## src/rtl/muldiv_unit.sv

```systemverilog
`default_nettype none
// ============================================================================
//  Module   : muldiv_unit
//  Brief    : Iterative RV32M-style multiply/divide unit, one bit per cycle.
//  Revision : 1.0
// ============================================================================
module muldiv_unit #(
    parameter int WIDTH = 32,
    parameter int OP_W  = 6
) (
    input  logic             clk,
    input  logic             reset,
    input  logic             in_valid,
    output logic             in_ready,
    input  logic [OP_W-1:0]  ALU_Control,
    input  logic [WIDTH-1:0] operand_A,
    input  logic [WIDTH-1:0] operand_B,
    output logic             out_valid,
    input  logic             out_ready,
    output logic [WIDTH-1:0] ALU_result,
    output logic             op_err
);

    localparam int CNT_W = $clog2(WIDTH);
    localparam logic [CNT_W-1:0] LAST_STEP = CNT_W'(WIDTH - 1);

    localparam logic [OP_W-1:0] OP_MUL    = OP_W'(6'b010000);
    localparam logic [OP_W-1:0] OP_MULH   = OP_W'(6'b010001);
    localparam logic [OP_W-1:0] OP_MULHSU = OP_W'(6'b010010);
    localparam logic [OP_W-1:0] OP_MULHU  = OP_W'(6'b010011);
    localparam logic [OP_W-1:0] OP_DIV    = OP_W'(6'b010100);
    localparam logic [OP_W-1:0] OP_DIVU   = OP_W'(6'b010101);
    localparam logic [OP_W-1:0] OP_REM    = OP_W'(6'b010110);
    localparam logic [OP_W-1:0] OP_REMU   = OP_W'(6'b010111);

    localparam logic [1:0] K_MUL_LO = 2'd0;
    localparam logic [1:0] K_MUL_HI = 2'd1;
    localparam logic [1:0] K_QUO    = 2'd2;
    localparam logic [1:0] K_REM    = 2'd3;

    typedef enum logic [1:0] {
        IDLE = 2'd0,
        CALC = 2'd1,
        DONE = 2'd2
    } state_t;

    state_t state_q, state_d;
    logic   ready_q;
    logic   pend_q;

    logic [2*WIDTH:0]  acc_q;
    logic [WIDTH-1:0]  opnd_q;
    logic [CNT_W-1:0]  cnt_q;
    logic [1:0]        kind_q;
    logic              neg_q;
    logic              is_div_q;
    logic              fast_q;
    logic [WIDTH-1:0]  res_q;
    logic              err_q;

    logic              w_accept;
    logic              w_is_mul, w_is_div, w_a_signed, w_b_signed;
    logic [1:0]        w_kind;
    logic              w_a_neg, w_b_neg, w_neg_res;
    logic [WIDTH-1:0]  w_mag_a, w_mag_b;
    logic              w_dz, w_ovf, w_unsup, w_fast;
    logic [WIDTH-1:0]  w_fast_res;

    logic [WIDTH:0]    w_mul_sum;
    logic [2*WIDTH:0]  w_mul_next;
    logic [WIDTH+1:0]  w_trial;
    logic [2*WIDTH:0]  w_div_next;
    logic [2*WIDTH:0]  w_acc_next;
    logic [2*WIDTH-1:0] w_prod, w_prod_s;
    logic [WIDTH-1:0]  w_quo, w_quo_s, w_rem, w_rem_s;
    logic [WIDTH-1:0]  w_fix_res;

    // ------------------------------------------------------------------ decode
    always_comb begin
        w_is_mul   = 1'b0;
        w_is_div   = 1'b0;
        w_a_signed = 1'b0;
        w_b_signed = 1'b0;
        w_kind     = K_MUL_LO;
        case (ALU_Control)
            OP_MUL:    w_is_mul = 1'b1;
            OP_MULH:   begin w_is_mul = 1'b1; w_a_signed = 1'b1; w_b_signed = 1'b1; w_kind = K_MUL_HI; end
            OP_MULHSU: begin w_is_mul = 1'b1; w_a_signed = 1'b1; w_kind = K_MUL_HI; end
            OP_MULHU:  begin w_is_mul = 1'b1; w_kind = K_MUL_HI; end
            OP_DIV:    begin w_is_div = 1'b1; w_a_signed = 1'b1; w_b_signed = 1'b1; w_kind = K_QUO; end
            OP_DIVU:   begin w_is_div = 1'b1; w_kind = K_QUO; end
            OP_REM:    begin w_is_div = 1'b1; w_a_signed = 1'b1; w_b_signed = 1'b1; w_kind = K_REM; end
            OP_REMU:   begin w_is_div = 1'b1; w_kind = K_REM; end
            default:   ;
        endcase
    end

    assign w_a_neg   = w_a_signed & operand_A[WIDTH-1];
    assign w_b_neg   = w_b_signed & operand_B[WIDTH-1];
    // Remainder follows the dividend's sign; every other result the sign product.
    assign w_neg_res = (w_kind == K_REM) ? w_a_neg : (w_a_neg ^ w_b_neg);
    assign w_mag_a   = w_a_neg ? -operand_A : operand_A;
    assign w_mag_b   = w_b_neg ? -operand_B : operand_B;

    assign w_dz    = w_is_div & (operand_B == '0);
    assign w_ovf   = w_is_div & w_a_signed
                   & (operand_A == {1'b1, {(WIDTH-1){1'b0}}})
                   & (operand_B == '1);
    assign w_unsup = ~(w_is_mul | w_is_div);
    assign w_fast  = w_unsup | w_dz | w_ovf;

    always_comb begin
        w_fast_res = '0;
        if (w_dz) begin
            w_fast_res = (w_kind == K_REM) ? operand_A : '1;
        end else if (w_ovf) begin
            w_fast_res = (w_kind == K_REM) ? '0 : operand_A;
        end
    end

    // ------------------------------------------------------- iteration steps
    // Multiply: acc = {upper partial sum, remaining multiplier bits}, shift right.
    assign w_mul_sum  = acc_q[2*WIDTH:WIDTH] + (acc_q[0] ? {1'b0, opnd_q} : '0);
    assign w_mul_next = {1'b0, w_mul_sum, acc_q[WIDTH-1:1]};

    // Divide: acc = {partial remainder, dividend/quotient bits}, shift left.
    assign w_trial    = {1'b0, acc_q[2*WIDTH-1:WIDTH-1]} - {2'b00, opnd_q};
    assign w_div_next = w_trial[WIDTH+1] ? {acc_q[2*WIDTH-1:0], 1'b0}
                                         : {w_trial[WIDTH:0], acc_q[WIDTH-2:0], 1'b1};
    assign w_acc_next = is_div_q ? w_div_next : w_mul_next;

    assign w_prod   = w_acc_next[2*WIDTH-1:0];
    assign w_prod_s = neg_q ? -w_prod : w_prod;
    assign w_quo    = w_acc_next[WIDTH-1:0];
    assign w_rem    = w_acc_next[2*WIDTH-1:WIDTH];
    assign w_quo_s  = neg_q ? -w_quo : w_quo;
    assign w_rem_s  = neg_q ? -w_rem : w_rem;

    always_comb begin
        w_fix_res = '0;
        case (kind_q)
            K_MUL_LO: w_fix_res = w_prod[WIDTH-1:0];
            K_MUL_HI: w_fix_res = w_prod_s[2*WIDTH-1:WIDTH];
            K_QUO:    w_fix_res = w_quo_s;
            K_REM:    w_fix_res = w_rem_s;
            default:  w_fix_res = '0;
        endcase
    end

    // --------------------------------------------------------------------- FSM
    always_ff @(posedge clk or posedge reset) begin
        if (reset) begin
            state_q <= IDLE;
            ready_q <= 1'b0;
            pend_q  <= 1'b0;
        end else begin
            state_q <= state_d;
            ready_q <= 1'b1;
            pend_q  <= w_accept;
        end
    end

    // The accept cycle only captures operands; the path decision is taken one
    // edge later from the registered copy.
    always_comb begin
        state_d   = state_q;
        in_ready  = 1'b0;
        out_valid = 1'b0;
        w_accept  = 1'b0;
        case (state_q)
            IDLE: begin
                in_ready = ready_q & ~pend_q;
                w_accept = ready_q & ~pend_q & in_valid;
                if (pend_q) begin
                    state_d = fast_q ? DONE : CALC;
                end
            end
            CALC: begin
                if (cnt_q == LAST_STEP) begin
                    state_d = DONE;
                end
            end
            DONE: begin
                out_valid = 1'b1;
                if (out_ready) begin
                    state_d = IDLE;
                end
            end
            default: state_d = IDLE;
        endcase
    end

    // ---------------------------------------------------------------- datapath
    always_ff @(posedge clk or posedge reset) begin
        if (reset) begin
            acc_q    <= '0;
            opnd_q   <= '0;
            cnt_q    <= '0;
            kind_q   <= K_MUL_LO;
            neg_q    <= 1'b0;
            is_div_q <= 1'b0;
            fast_q   <= 1'b0;
            res_q    <= '0;
            err_q    <= 1'b0;
        end else if (w_accept) begin
            acc_q    <= {{(WIDTH+1){1'b0}}, (w_is_div ? w_mag_a : w_mag_b)};
            opnd_q   <= w_is_div ? w_mag_b : w_mag_a;
            cnt_q    <= '0;
            kind_q   <= w_kind;
            neg_q    <= w_neg_res;
            is_div_q <= w_is_div;
            fast_q   <= w_fast;
            res_q    <= w_fast_res;
            err_q    <= w_unsup;
        end else if (state_q == CALC) begin
            acc_q <= w_acc_next;
            cnt_q <= cnt_q + CNT_W'(1);
            if (cnt_q == LAST_STEP) begin
                res_q <= w_fix_res;
            end
        end
    end

    assign ALU_result = (state_q == DONE) ? res_q : '0;
    assign op_err     = (state_q == DONE) & err_q;

endmodule
`default_nettype wire

```

## config.mk

```make
export PLATFORM = sky130hd
export DESIGN_NAME = muldiv_unit
export DESIGN_NICKNAME = d
export VERILOG_FILES = /design/src/rtl/muldiv_unit.sv
export SDC_FILE = /design/constraint.sdc
export NUM_CORES = 1
export LEC_CHECK = 0
export ABC_CLOCK_PERIOD_IN_PS = 6100
export BUFFER_PORTS_ARGS = -buffer_cell sky130_fd_sc_hd__buf_2
export CORE_UTILIZATION = 55
export DETAILED_ROUTE_END_ITERATION = 8
export PLACE_DENSITY_LB_ADDON = 0.1
export SYNTH_ARGS = -nofsm -noshare
export SYNTH_HDL_FRONTEND = slang
export SYNTH_SLANG_ARGS = --single-unit
```

## constraint.sdc

```tcl
create_clock -name clk -period 6.1 [get_ports clk]
set_input_delay 0.915 -clock clk [delete_from_list [all_inputs] [get_ports clk]]
set_output_delay 0.915 -clock clk [all_outputs]
set_load 0.02 [all_outputs]
```

# Yosys cells after proc, flatten, opt, wreduce, memory -nomap -nowiden
# Index checks and enable logic that the tools add are counted.
# totals
ff_bits	144
inputBits	74
output_inout_bits	35
wordCells	106
# classes
n_addsub	8
eq_ne	20
muxes	37
n_bitwise	15
n_reduce_logical	14
# op_table
op	count
$mux 32	15
$mux 65	4
$neg 32->32	4
$pmux 32 s4	1
$eq 32x32->1 const B	2
$mux 64	1
$neg 64->64	1
$eq 6x5->1 const B	8
$sub 33x32->34	1
$add 33x32->33	1
$logic_not 32->1	1
$pmux 2 s3	2
$reduce_or 4->1	3
$mux 5	2
$and 1x1->1	9
$eq 2x2->1 const B	4
$mux 1	8
$mux 2	4
$ne 2x2->1 const B	3
$reduce_or 3->1	2
$add 5x1->5 const B	1
$eq 5x5->1 const B	1
$eq 2x1->1 const B	2
$logic_not 2->1	2
7 further kinds	12

# Longest topological paths before layout
# Gate-level depths: netlist of the first run.
# depth
ltp_word	9
mapped_depth	23
mapped_depth_nobuf	21

# Least setup slack after synthesis of the first run
# Ideal clock, no wire load.
# synth_timing
kind	reg2reg
from	register acc_q[41]
to	register res_q[18]
setup_time_ns	0.142
arrival_time_ns	4.840
required_time_ns	5.958
slack_ns	1.117
stages_incl_launch_ff	22
path_buffers	1
period_less_slack_ns	4.983
path_cell_list	dfrtp_1 ha_1 a21oi_4 o21a_4 o22ai_2 o31a_4 nor2_2 buf_6 nor2_2 a21oi_1 ha_1 o21ai_1 nor4_1 nand2_1 nor2_1 and2_1 nor2_1 nor4_1 nand2_1 o31ai_1 xnor2_1 o221ai_1
# synth_between
elab_chain_cells	9
elab_cells_between_ends	14
classes_between	5 x add/sub; 9 x mux
# synth_rtl
element	line	source
start, declared	51	logic [2*WIDTH:0] acc_q;
start signal, assigned	206	acc_q <= {{(WIDTH+1){1'b0}}, (w_is_div ? w_mag_a : w_mag_b)};
start signal, assigned	216	acc_q <= w_acc_next;
$sub 33x32->34	127	assign w_trial = {1'b0, acc_q[2*WIDTH-1:WIDTH-1]} - {2'b00, opnd_q};
$mux 65	128	assign w_div_next = w_trial[WIDTH+1] ? {acc_q[2*WIDTH-1:0], 1'b0}
$mux 65 *	130	assign w_acc_next = is_div_q ? w_div_next : w_mul_next;
$neg 64->64, or another cell as far along	133	assign w_prod_s = neg_q ? -w_prod : w_prod;
$mux 64, or another cell as far along	133	
$pmux 32 s4 *	141	case (kind_q)
$mux 32 *	218	if (cnt_q == LAST_STEP) begin
$mux 32 *	215	end else if (state_q == CALC) begin
$mux 32 *	205	end else if (w_accept) begin
end signal, assigned	213	res_q <= w_fast_res;
end signal, assigned	219	res_q <= w_fix_res;
end, declared	58	logic [WIDTH-1:0] res_q;
# Every way passes the cells marked *; elsewhere a longest branch is shown, timed or not. The select of a mux whose other input is x is not followed.
# A chain may end at the register's enable or synchronous reset.

# Worst setup path in the final report of the first run
# layout_timing
from	register opnd_q[0]
to	register res_q[28]
# layout_between
elab_chain_cells	9
elab_cells_between_ends	15
classes_between	5 x add/sub; 10 x mux
# layout_rtl
element	line	source
start, declared	52	logic [WIDTH-1:0] opnd_q;
start signal, assigned	207	opnd_q <= w_is_div ? w_mag_b : w_mag_a;
$sub 33x32->34 or $mux 32 (tied branches)	127, 123	
$mux 65 or $add 33x32->33 (tied branches)	128, 123	
$mux 65 *	130	
$neg 64->64, or another cell as far along	133	
$mux 64, or another cell as far along	133	
$pmux 32 s4 *	141	
$mux 32 *	218	
$mux 32 *	215	
$mux 32 *	205	
# Marked as above.

==> results of run 1 <==
==> cells in the mapped netlist, types with 14 or more instances <==
library cell | count | area share, %
o31ai_1 | 27 | 1.3
xnor2_1 | 89 | 5.0
buf_2 | 22 | 0.70
nor3_1 | 40 | 1.3
a21oi_1 | 163 | 5.2
dfrtp_1 | 144 | 23
a22oi_1 | 16 | 0.76
inv_1 | 61 | 1.5
nand2_1 | 227 | 5.4
o21a_1 | 15 | 0.72
nand3_1 | 70 | 2.2
nor4_1 | 20 | 0.80
o221ai_1 | 34 | 1.9
nand4_1 | 35 | 1.4
mux2i_1 | 34 | 2.2
or3_1 | 14 | 0.56
a31oi_1 | 31 | 1.2
o211ai_1 | 44 | 2.1
ha_1 | 71 | 5.6
nor2b_1 | 19 | 0.76
a211oi_1 | 14 | 0.67
a21o_1 | 31 | 1.5
clkbuf_1 | 100 | 2.4
xor2_1 | 68 | 3.8
and2_1 | 51 | 2.0
o21ai_0 | 192 | 6.1
nor2_1 | 225 | 5.4
==> power by group through the flow <==
stage / logic [mW] / clock network [mW] / registers [mW]
2_1_floorplan: 4.83 / 0 / 1.54
3_3_place_gp: 6.54 / 0 / 1.65
3_5_place_dp: 6.55 / 0 / 1.67
4_1_cts: 6.61 / 1.13 / 1.66
5_1_grt: 7.31 / 1.17 / 1.71
6_report: 6.80 / 1.13 / 1.67
==> state kept, by name, indices dropped and copies added, names as in the netlist <==
register / flops
acc_q: 65
cnt_q: 5
err_q: 1
fast_q: 1
is_div_q: 1
kind_q: 2
neg_q: 1
opnd_q: 32
pend_q: 1
ready_q: 1
res_q: 32
state_q: 2
==> routing by layer <==
metal / track usage, % / up-vias / wire (um)
li1: - / 7810 / -
met1: 55.88 / 8030 / 25300
met2: 65.20 / 990 / 27140
met3: 7.981 / 188 / 5902
met4: 23.72 / 0 / 3437
met5: 0 / - / 0
==> final cells by class <==
cell class              instances  area (um2)
clock inverters                15       181.4
fillers                      2656       10770
inverters                      62       237.7
flip-flops and latches        144        3607
multi-input cells            1766       11340
clock buffers                  17       425.4
well taps                     378       473.0
repair buffers                155       893.4
==> metrics by stage <==
| stage | area (um2) | total power [mW] |
|---|---|---|
| finish | 17160 | 9.604 |
| floorplan | 15730 | 6.373 |
| detailed placement | 16550 | 8.220 |
| CTS | 17160 | 9.391 |
| global route | 17160 | 10.19 |
| global placement | 16550 | 8.191 |
==> layout by cell type, fill, tap and decap left out, types with 35 or more instances in the layout <==
cell type	count
o21ai_0	192
and2_1	50
a21oi_1	163
buf_2	108
dfrtp_1	143
nand4_1	35
o211ai_1	44
xor2_1	68
nand3_1	70
inv_1	60
buf_4	47
xnor2_1	89
nor3_1	40
nand2_1	226
nor2_1	224
ha_1	71
==> worst max-delay path, cell delays in order, from the launching register on <==
cell and delay, ns:
dfrtp_1 0.44, and2_1 0.19, ha_1 0.22, fa_1 0.43, a21o_1 0.22, a311oi_1 0.72
o31a_1 0.39, o21ai_0 0.18, xnor2_1 0.22, nor2_1 0.10, a311oi_4 0.48, and4_1 0.52
nand3_2 0.28, o41ai_1 0.48, xor2_1 0.26, o221ai_1 0.14
==> kinds of logic after synthesis <==
group / share of synthesized area [%]
adder cells (fa/ha/maj): 5.901
multiplexers: 3.094
AND/OR/NAND/NOR: 23.89
AO/OA/AOI/OAI: 30.37
flip-flops: 22.90
XOR/XNOR: 8.740
other: 0.02384
buffers and inverters: 5.074
==> final timing paths <==
kind	end	start	cells past startpoint	slack [ns]
max	res_q[28]$_DFFE_PP0P_	opnd_q[0]$_DFFE_PP0P_	15	0.68
min	res_q[3]$_DFFE_PP0P_	res_q[3]$_DFFE_PP0P_	2	0.47
max reg2reg	res_q[28]$_DFFE_PP0P_	opnd_q[0]$_DFFE_PP0P_	15	0.68
min reg2reg	res_q[3]$_DFFE_PP0P_	res_q[3]$_DFFE_PP0P_	2	0.47
max in group asynchronous	is_div_q$_DFFE_PP0P_	reset	3	3.87
min in group asynchronous	acc_q[5]$_DFFE_PP0P_	reset	2	0.63
==> flow_metrics.tcl, run 1 <==
set metrics [dict create \
    hold_buffers 0 \
    worst_ep_arrival_time_ns 5.73 \
    hp-class "flip-flop to flip-flop" \
    area_growth_pct 9.082 \
    grt_max_degree 89 \
    fin_cells 2537 \
    synth_edf_count 0 \
    start_util_pct 56.32 \
    drive_above_1_share_pct 12.60 \
    synth_flop_cell "dfrtp_1" \
    crit_path_end_kind "flip-flop" \
    syn-cell-area_um2 15730 \
    gr-total-overflow 0 \
    cts_root_buf "clkbuf_16" \
    antenna_found_initial 0 \
    skew_ns 0.01033 \
    power_frac_seq_pct 17.4 \
    rsz0062_at_grt "no" \
    post-cts-setup-buffer-count 0 \
    cts_made_buffers 17 \
    dieArea_um2 29290 \
    worst-setup-path-type "flip-flop to flip-flop" \
    switching_share_pct 54.98 \
    synth_cell_types 114 \
    synthArstFlopShare_pct 100.0 \
    wirelength_mm 61.78 \
    pwr_density_cell_nw_per_um2 559.6 \
    setup_viol 0 \
    via_per_inst 6.708 \
    grt_pass1_wl_mm 92.69 \
    slew_viol_final 0 \
    antenna_left 0 \
    p_leak_nw 7.081 \
    cp.required_ns 6.40 \
    p_switching_mw 5.280 \
    tightest_slew_ns 1.049 \
    clkPwrFrac_pct 11.7 \
    grt.total_usage_pct 42.44 \
    drt_pass1_iterations 5 \
    htreeDepth 4 \
    dp_slack_ns 0.9219 \
    crit_path_start_kind "flip-flop" \
    synth_area_per_cell_um2 7.470 \
    relSlewSlack_pct 30.04 \
    cts_tree "done" \
    layout_setup_ws_ns 0.6761 \
    core_area_um2 27930 \
    io_buffers 108 \
    row_count 61 \
    outcome "completed" \
    die_h_um 171.1 \
    post-route-min-period_ns 5.424 \
    die_w_um 171.1 \
    clk_latency_ns 0.45 \
    ys_warn_count 0 \
    ios 109 \
    ys_ff_latch 144 \
    hold_violations 0 \
    cts_resized 0 \
    tns_ns 0 \
    ir_drop_uv 252.9 \
    wire_per_inst_um 24.35 \
    final_nets 2293 \
    internal-power_mw 4.324 \
    yosysSeqAreaShare_pct 22.90 \
    vias 17020 \
    drt_iter0_markers 1938 \
    diodes 0 \
    post-route-period-util_pct 88.92 \
    drc_errors 0 \
    clock-sinks 144 \
    timing.hold.ws_ns 0.4738 \
    place_hpwl_mm 46.86 \
    place_inst 2505 \
    synth_cells 2106 \
    final_util_pct 61.44 \
    p_comb_share_pct 70.8 \
    grt_pass1_vias 15680 \
    synth_nets 2253 \
    clkTransAtPathRegs_ns 0.07 \
    max_cap_viol_count 0 \
    clk_path_buf_depth 2 \
    cp_max_fo 8 \
    max_freq_mhz 184.4 \
    place_congestion 1.011 \
]
Note: power is estimated with default switching activity, not from simulation.
==> run 2, diff against run 1 <==
MAX_ROUTING_LAYER = met4   (was unset)
==> run 2 against run 1 <==
Effect of this change: critical path depth stayed put; first-iteration DRC count decreased by 5.9%; clock skew is 0.0013 ns higher; total power is 1.1% lower; final cell count shrank 0.16%; sequential share of layout area grew 0.12 points; register-to-register slack worse by 0.32 ns; fmax decreased by 5.5%; hold slack improved by 0.0091 ns; combinational power hardly changed; non-clock buffer count decreased by 4; largest power group unchanged; highest routed layer unchanged.
==> flow_metrics.tcl, run 2 (same netlist as run 1, synthesis figures left out) <==
set metrics [dict create \
    skew_ns 0.01161 \
    htreeDepth 4 \
    p_leak_nw 7.009 \
    gr-total-overflow 0 \
    core_area_um2 27930 \
    cts_resized 0 \
    hp-class "flip-flop to flip-flop" \
    relSlewSlack_pct 27.26 \
    worst_ep_arrival_time_ns 6.04 \
    worstReg2RegEnd "res_q[28]$_DFFE_PP0P_" \
    ir_drop_uv 247.0 \
    switching_share_pct 55.84 \
    antenna_found_initial 5 \
    internal-power_mw 4.195 \
    die_w_um 171.1 \
    top_regs "acc_q (65), opnd_q (32), res_q (32)" \
    crit_path_start "acc_q[0]$_DFFE_PP0P_" \
    grt_pass1_wl_mm 92.43 \
    grt_max_degree 89 \
    largest_reg_flops 65 \
    antenna_left 0 \
    ios 109 \
    hold_violations 0 \
    nFillCells 2703 \
    io_buffers 108 \
    regMostFlops "acc_q" \
    post-cts-setup-buffer-count 0 \
    post-route-period-util_pct 94.12 \
    final_nets 2289 \
    area_growth_pct 8.454 \
    diodes 0 \
    max_cap_viol_count 0 \
    clkTransAtPathRegs_ns 0.07 \
    multiInputGateArea_um2 11340 \
    tightest_slew_ns 1.091 \
    hold_start "res_q[3]$_DFFE_PP0P_" \
    clock-sinks 144 \
    cp_max_fo 13 \
    outcome "completed" \
    clkPwrFrac_pct 10.6 \
    vias 17120 \
    via_per_inst 6.758 \
    post-route-min-period_ns 5.742 \
    place_hpwl_mm 46.99 \
    rsz0062_at_grt "no" \
    max_freq_mhz 174.2 \
    start_util_pct 56.32 \
    seq_area_um2 3607 \
    whs_path_depth 2 \
    cp.required_ns 6.40 \
    drive_above_1_share_pct 12.39 \
    crit_path_end_kind "flip-flop" \
    drt_iter0_markers 1823 \
    clk_path_buf_depth 2 \
    dieArea_um2 29290 \
    timing.hold.ws_ns 0.4829 \
    final_cell_mix "nand2_1 (226), nor2_1 (224), o21ai_0 (192)" \
    cts_made_buffers 17 \
    rrSetupSlack_ns 0.36 \
    row_count 61 \
    drc_errors 0 \
    regToRegStartpoint "acc_q[0]$_DFFE_PP0P_" \
    pwr_density_cell_nw_per_um2 556.7 \
    cts_root_buf "clkbuf_16" \
    whs_endpoint "res_q[3]$_DFFE_PP0P_" \
    grt.total_usage_pct 43.47 \
    setup_viol 0 \
    p_switching_mw 5.304 \
    place_congestion 1.017 \
    power_frac_seq_pct 17.7 \
    die_h_um 171.1 \
    wire_per_inst_um 24.37 \
    clk_latency_ns 0.45 \
    cts_tree "done" \
    drt_pass1_iterations 5 \
    hold_buffers 0 \
    tns_ns 0 \
    rr_worst_depth 15 \
    worst-setup-path-type "flip-flop to flip-flop" \
    crit_path_start_kind "flip-flop" \
    p_comb_share_pct 71.7 \
    layout.cells.most_common "nand2_1" \
    slew_viol_final 0 \
    grt_pass1_vias 15750 \
    wirelength_mm 61.73 \
]
[run 2: changes by cell type in the layout (fill, tap and decap cells not counted)]
cell        delta
clkinvlp_4     +5
buf_4          -4
bufinv_16      -3
clkinv_4       -2
clkbuf_1       +1
clkinv_2       -1
inv_6          -1
inv_8          +1
[run 2: per-layer routing]
metal,vias to the layer above,GRT usage [%],wire length (um)
met2,974,67.00,27260
met3,194,6.940,5855
met5,-,-,0
met4,0,21.74,3363
met1,8162,55.20,25250
li1,7789,-,-
[run 2: critical path, cell delays in order (launching register included)]
cell and delay (ns):
dfrtp_1 0.41, inv_1 0.54, nor2_1 0.20, fa_1 0.48, a21o_1 0.21, a311oi_1 0.66
o31a_1 0.38, o21ai_0 0.17, xnor2_1 0.19, nor2_1 0.09, a311oi_4 0.53, and4_1 0.53
nand3_2 0.28, o41ai_1 0.50, xor2_1 0.25, o221ai_1 0.14
[run 2: layout make-up]
cell class                      instances  share of cell area, %
Multi-Input combinational cell       1766                  66.48
Sequential cell                       144                  21.14
Timing Repair Buffer                  151                  5.060
Tap cell                              378                  2.772
Clock buffer                           18                  2.515
Inverter                               62                  1.393
Clock inverter                         14                 0.6380
[run 2: power groups by stage]
stage / Sequential [mW] / Clock [mW] / Combinational [mW]
after floorplan: 1.54 / 0 / 4.83
after global placement: 1.66 / 0 / 6.51
after detailed placement: 1.68 / 0 / 6.56
after CTS: 1.67 / 1.00 / 6.61
after global routing: 1.72 / 1.05 / 7.30
final: 1.68 / 1.01 / 6.81
[run 2: worst max path at each step]
| stage | endpoint | slack (ns) | cells after the start |
|---|---|---|---|
| after global placement | res_q[28]$_DFFE_PP0P_ | 0.78 | 15 |
| after detailed placement | res_q[28]$_DFFE_PP0P_ | 0.61 | 15 |
| after floorplan | res_q[18]$_DFFE_PP0P_ | 1.12 | 21 |
| after global routing | res_q[28]$_DFFE_PP0P_ | 0.14 | 15 |
| final | res_q[28]$_DFFE_PP0P_ | 0.36 | 15 |
| after CTS | res_q[28]$_DFFE_PP0P_ | 0.58 | 15 |
[run 2: through the flow]
stage                     instance area (um2)  power [mW]  std cells  worst slack, ns  util (%)
after floorplan                         15730       6.373       2106            1.117         -
after global placement                  16520       8.165       2501           0.7791     59.16
after detailed placement                16520       8.244       2501           0.6108     59.16
after CTS                               17060       9.286       2533           0.5779     61.08
after global routing                    17060       10.08       2533           0.1381     61.08
final                                   17060       9.499       2533           0.3585     61.08
==> run 3, diff against run 2 <==
ABC_CLOCK_PERIOD_IN_PS = 5850   (was 6100)
clock period = 5.85 ns   (was 6.1 ns; I/O delays follow)
==> run 3 against run 2 <==
Effect of this change: via count down 0.34%; final cell count up 0.32%; core utilization up 0.35 points; clock power up 9.9%; total power up 5.3%; sequential power up 4%; hold slack better by 0.0011 ns; critical endpoint unchanged; largest power group unchanged.
==> flow_metrics.tcl, run 3 (same netlist as run 1, synthesis figures left out) <==
set metrics [dict create \
    rr_worst_depth 15 \
    area_growth_pct 9.082 \
    tightest_slew_ns 1.027 \
    outcome "completed" \
    nFillCells 2624 \
    use_met3_pct 6.269 \
    busiest_layer "met2" \
    post-route-period-util_pct 96.20 \
    final_cell_mix "nand2_1 (226), nor2_1 (224), o21ai_0 (192)" \
    hold_buffers 0 \
    final_nets 2298 \
    slew_viol_final 0 \
    grt_pass1_vias 15620 \
    dieArea_um2 29290 \
    post-cts-setup-buffer-count 0 \
    place_hpwl_mm 46.76 \
    place_congestion 1.038 \
    fin_cells 2541 \
    wirelength_mm 61.23 \
    clkTransAtPathRegs_ns 0.06 \
    vias 17060 \
    place_inst 2510 \
    p_leak_nw 7.079 \
    worst_ep_arrival_time_ns 5.91 \
    clock-sinks 144 \
    relSlewSlack_pct 31.54 \
    worstReg2RegEnd "res_q[28]$_DFFE_PP0P_" \
    tns_ns 0 \
    htreeDepth 4 \
    power_frac_seq_pct 17.4 \
    pwr_density_cell_nw_per_um2 583.0 \
    worst-setup-path-type "flip-flop to flip-flop" \
    start_util_pct 56.32 \
    cts_tree "done" \
    crit_path_start_kind "flip-flop" \
    largest_reg_flops 65 \
    cts_made_buffers 17 \
    post-route-min-period_ns 5.628 \
    antenna_found_initial 2 \
    regMostFlops "acc_q" \
    cp-endpoint "res_q[28]$_DFFE_PP0P_" \
    cts_resized 0 \
    ios 109 \
    drive_above_1_share_pct 12.71 \
    via_per_inst 6.714 \
    drt_pass1_iterations 6 \
    drt_iter0_markers 1779 \
    grt.total_usage_pct 43.59 \
    setup_viol 0 \
    clk_path_buf_depth 2 \
    die_w_um 171.1 \
    crit_path_end_kind "flip-flop" \
    layout.cells.most_common "nand2_1" \
    clkPwrFrac_pct 11.1 \
    cts_root_buf "clkbuf_16" \
    crit_path_start "acc_q[0]$_DFFE_PP0P_" \
    grt_max_degree 100 \
    hp-class "flip-flop to flip-flop" \
    rsz0062_at_grt "no" \
    skew_ns 0.01033 \
    p_switching_mw 5.509 \
    fin_area_um2 17160 \
    die_h_um 171.1 \
    top_regs "acc_q (65), opnd_q (32), res_q (32)" \
    grt_pass1_wl_mm 92.91 \
    grtUsageMet1_pct 56.79 \
    rrSetupSlack_ns 0.22 \
    clk_latency_ns 0.44 \
    io_buffers 108 \
    gr-usage-met2_pct 65.75 \
    internal-power_mw 4.496 \
    switching_share_pct 55.07 \
    antenna_left 0 \
    drc_errors 0 \
    cp_max_fo 13 \
    row_count 61 \
    max_cap_viol_count 0 \
    max_freq_mhz 177.7 \
    ir_drop_uv 316.8 \
    placed_area_um2 16590 \
    gr-total-overflow 0 \
    hold_violations 0 \
    regToRegStartpoint "acc_q[0]$_DFFE_PP0P_" \
    wire_per_inst_um 24.10 \
    diodes 0 \
    p_comb_share_pct 71.5 \
    core_area_um2 27930 \
    cp.required_ns 6.13 \
]
==> run 3: changes by cell type in the layout (fill, tap and decap cells not counted) <==
cell,previous run,this run
clkinvlp_4,7,4
clkinv_4,0,2
bufinv_16,0,2
inv_6,5,3
inv_8,1,0
clkinv_2,2,3
buf_4,43,52
==> run 3: final cells by class <==
cell class	instances	area, um2	area share, %
multi-input combinational	1766	11340	66.10
clock buffer	18	429.2	2.501
tap	378	473.0	2.756
clock inverter	13	140.1	0.8166
timing repair buffer	160	930.9	5.424
inverter	62	237.7	1.385
sequential	144	3607	21.02
==> run 3: power by group through the flow <==
stage               Combinational, mW  Sequential, mW  Clock [mW]
floorplan                        5.04            1.61           0
finish                           7.15            1.74        1.11
CTS                              6.95            1.72        1.11
global placement                 6.87            1.72           0
global route                     7.68            1.78        1.16
detailed placement               6.90            1.74           0
==> run 3: worst max-delay path, cell delays in order (launching register included) <==
cell	delay, ns
dfrtp_1	0.41
inv_1	0.48
nor2_1	0.20
fa_1	0.47
a21o_1	0.20
a311oi_1	0.64
o31a_1	0.40
o21ai_0	0.18
xnor2_1	0.20
nor2_1	0.09
a311oi_4	0.49
and4_1	0.53
nand3_2	0.28
o41ai_1	0.50
xor2_1	0.25
o221ai_1	0.14
==> run 3: worst min-delay path by stage <==
| stage | cells after the start | slack (ns) | startpoint | endpoint |
|---|---|---|---|---|
| 5_1_grt | 1 | 0.51 | res_q[5]$_DFFE_PP0P_ | res_q[5]$_DFFE_PP0P_ |
| 6_report | 2 | 0.48 | res_q[3]$_DFFE_PP0P_ | res_q[3]$_DFFE_PP0P_ |
| 4_1_cts | 2 | 0.48 | res_q[3]$_DFFE_PP0P_ | res_q[3]$_DFFE_PP0P_ |
| 3_3_place_gp | 2 | 0.46 | res_q[3]$_DFFE_PP0P_ | res_q[3]$_DFFE_PP0P_ |
| 3_5_place_dp | 2 | 0.47 | res_q[3]$_DFFE_PP0P_ | res_q[3]$_DFFE_PP0P_ |
| 2_1_floorplan | 2 | 0.43 | res_q[3]$_DFFE_PP0P_ | res_q[3]$_DFFE_PP0P_ |
==> run 3: metrics by stage <==
step                hold slack, ns  utilization [%]  total power, mW  worst slack (ns)
global route                0.5092            61.44            10.62           0.03188
detailed placement          0.4673            59.40            8.637            0.4006
finish                      0.4840            61.44            10.01            0.2223
floorplan                   0.4304                -            6.645            0.8671
global placement            0.4552            59.40            8.593            0.4524
CTS                         0.4815            61.44            9.786            0.3674
==> run 3: routing by layer <==
layer / share of wire [%] / wire, um
met1: 42 / 25430
met2: 44 / 26820
met3: 8.8 / 5390
met4: 5.9 / 3586
met5: 0 / 0
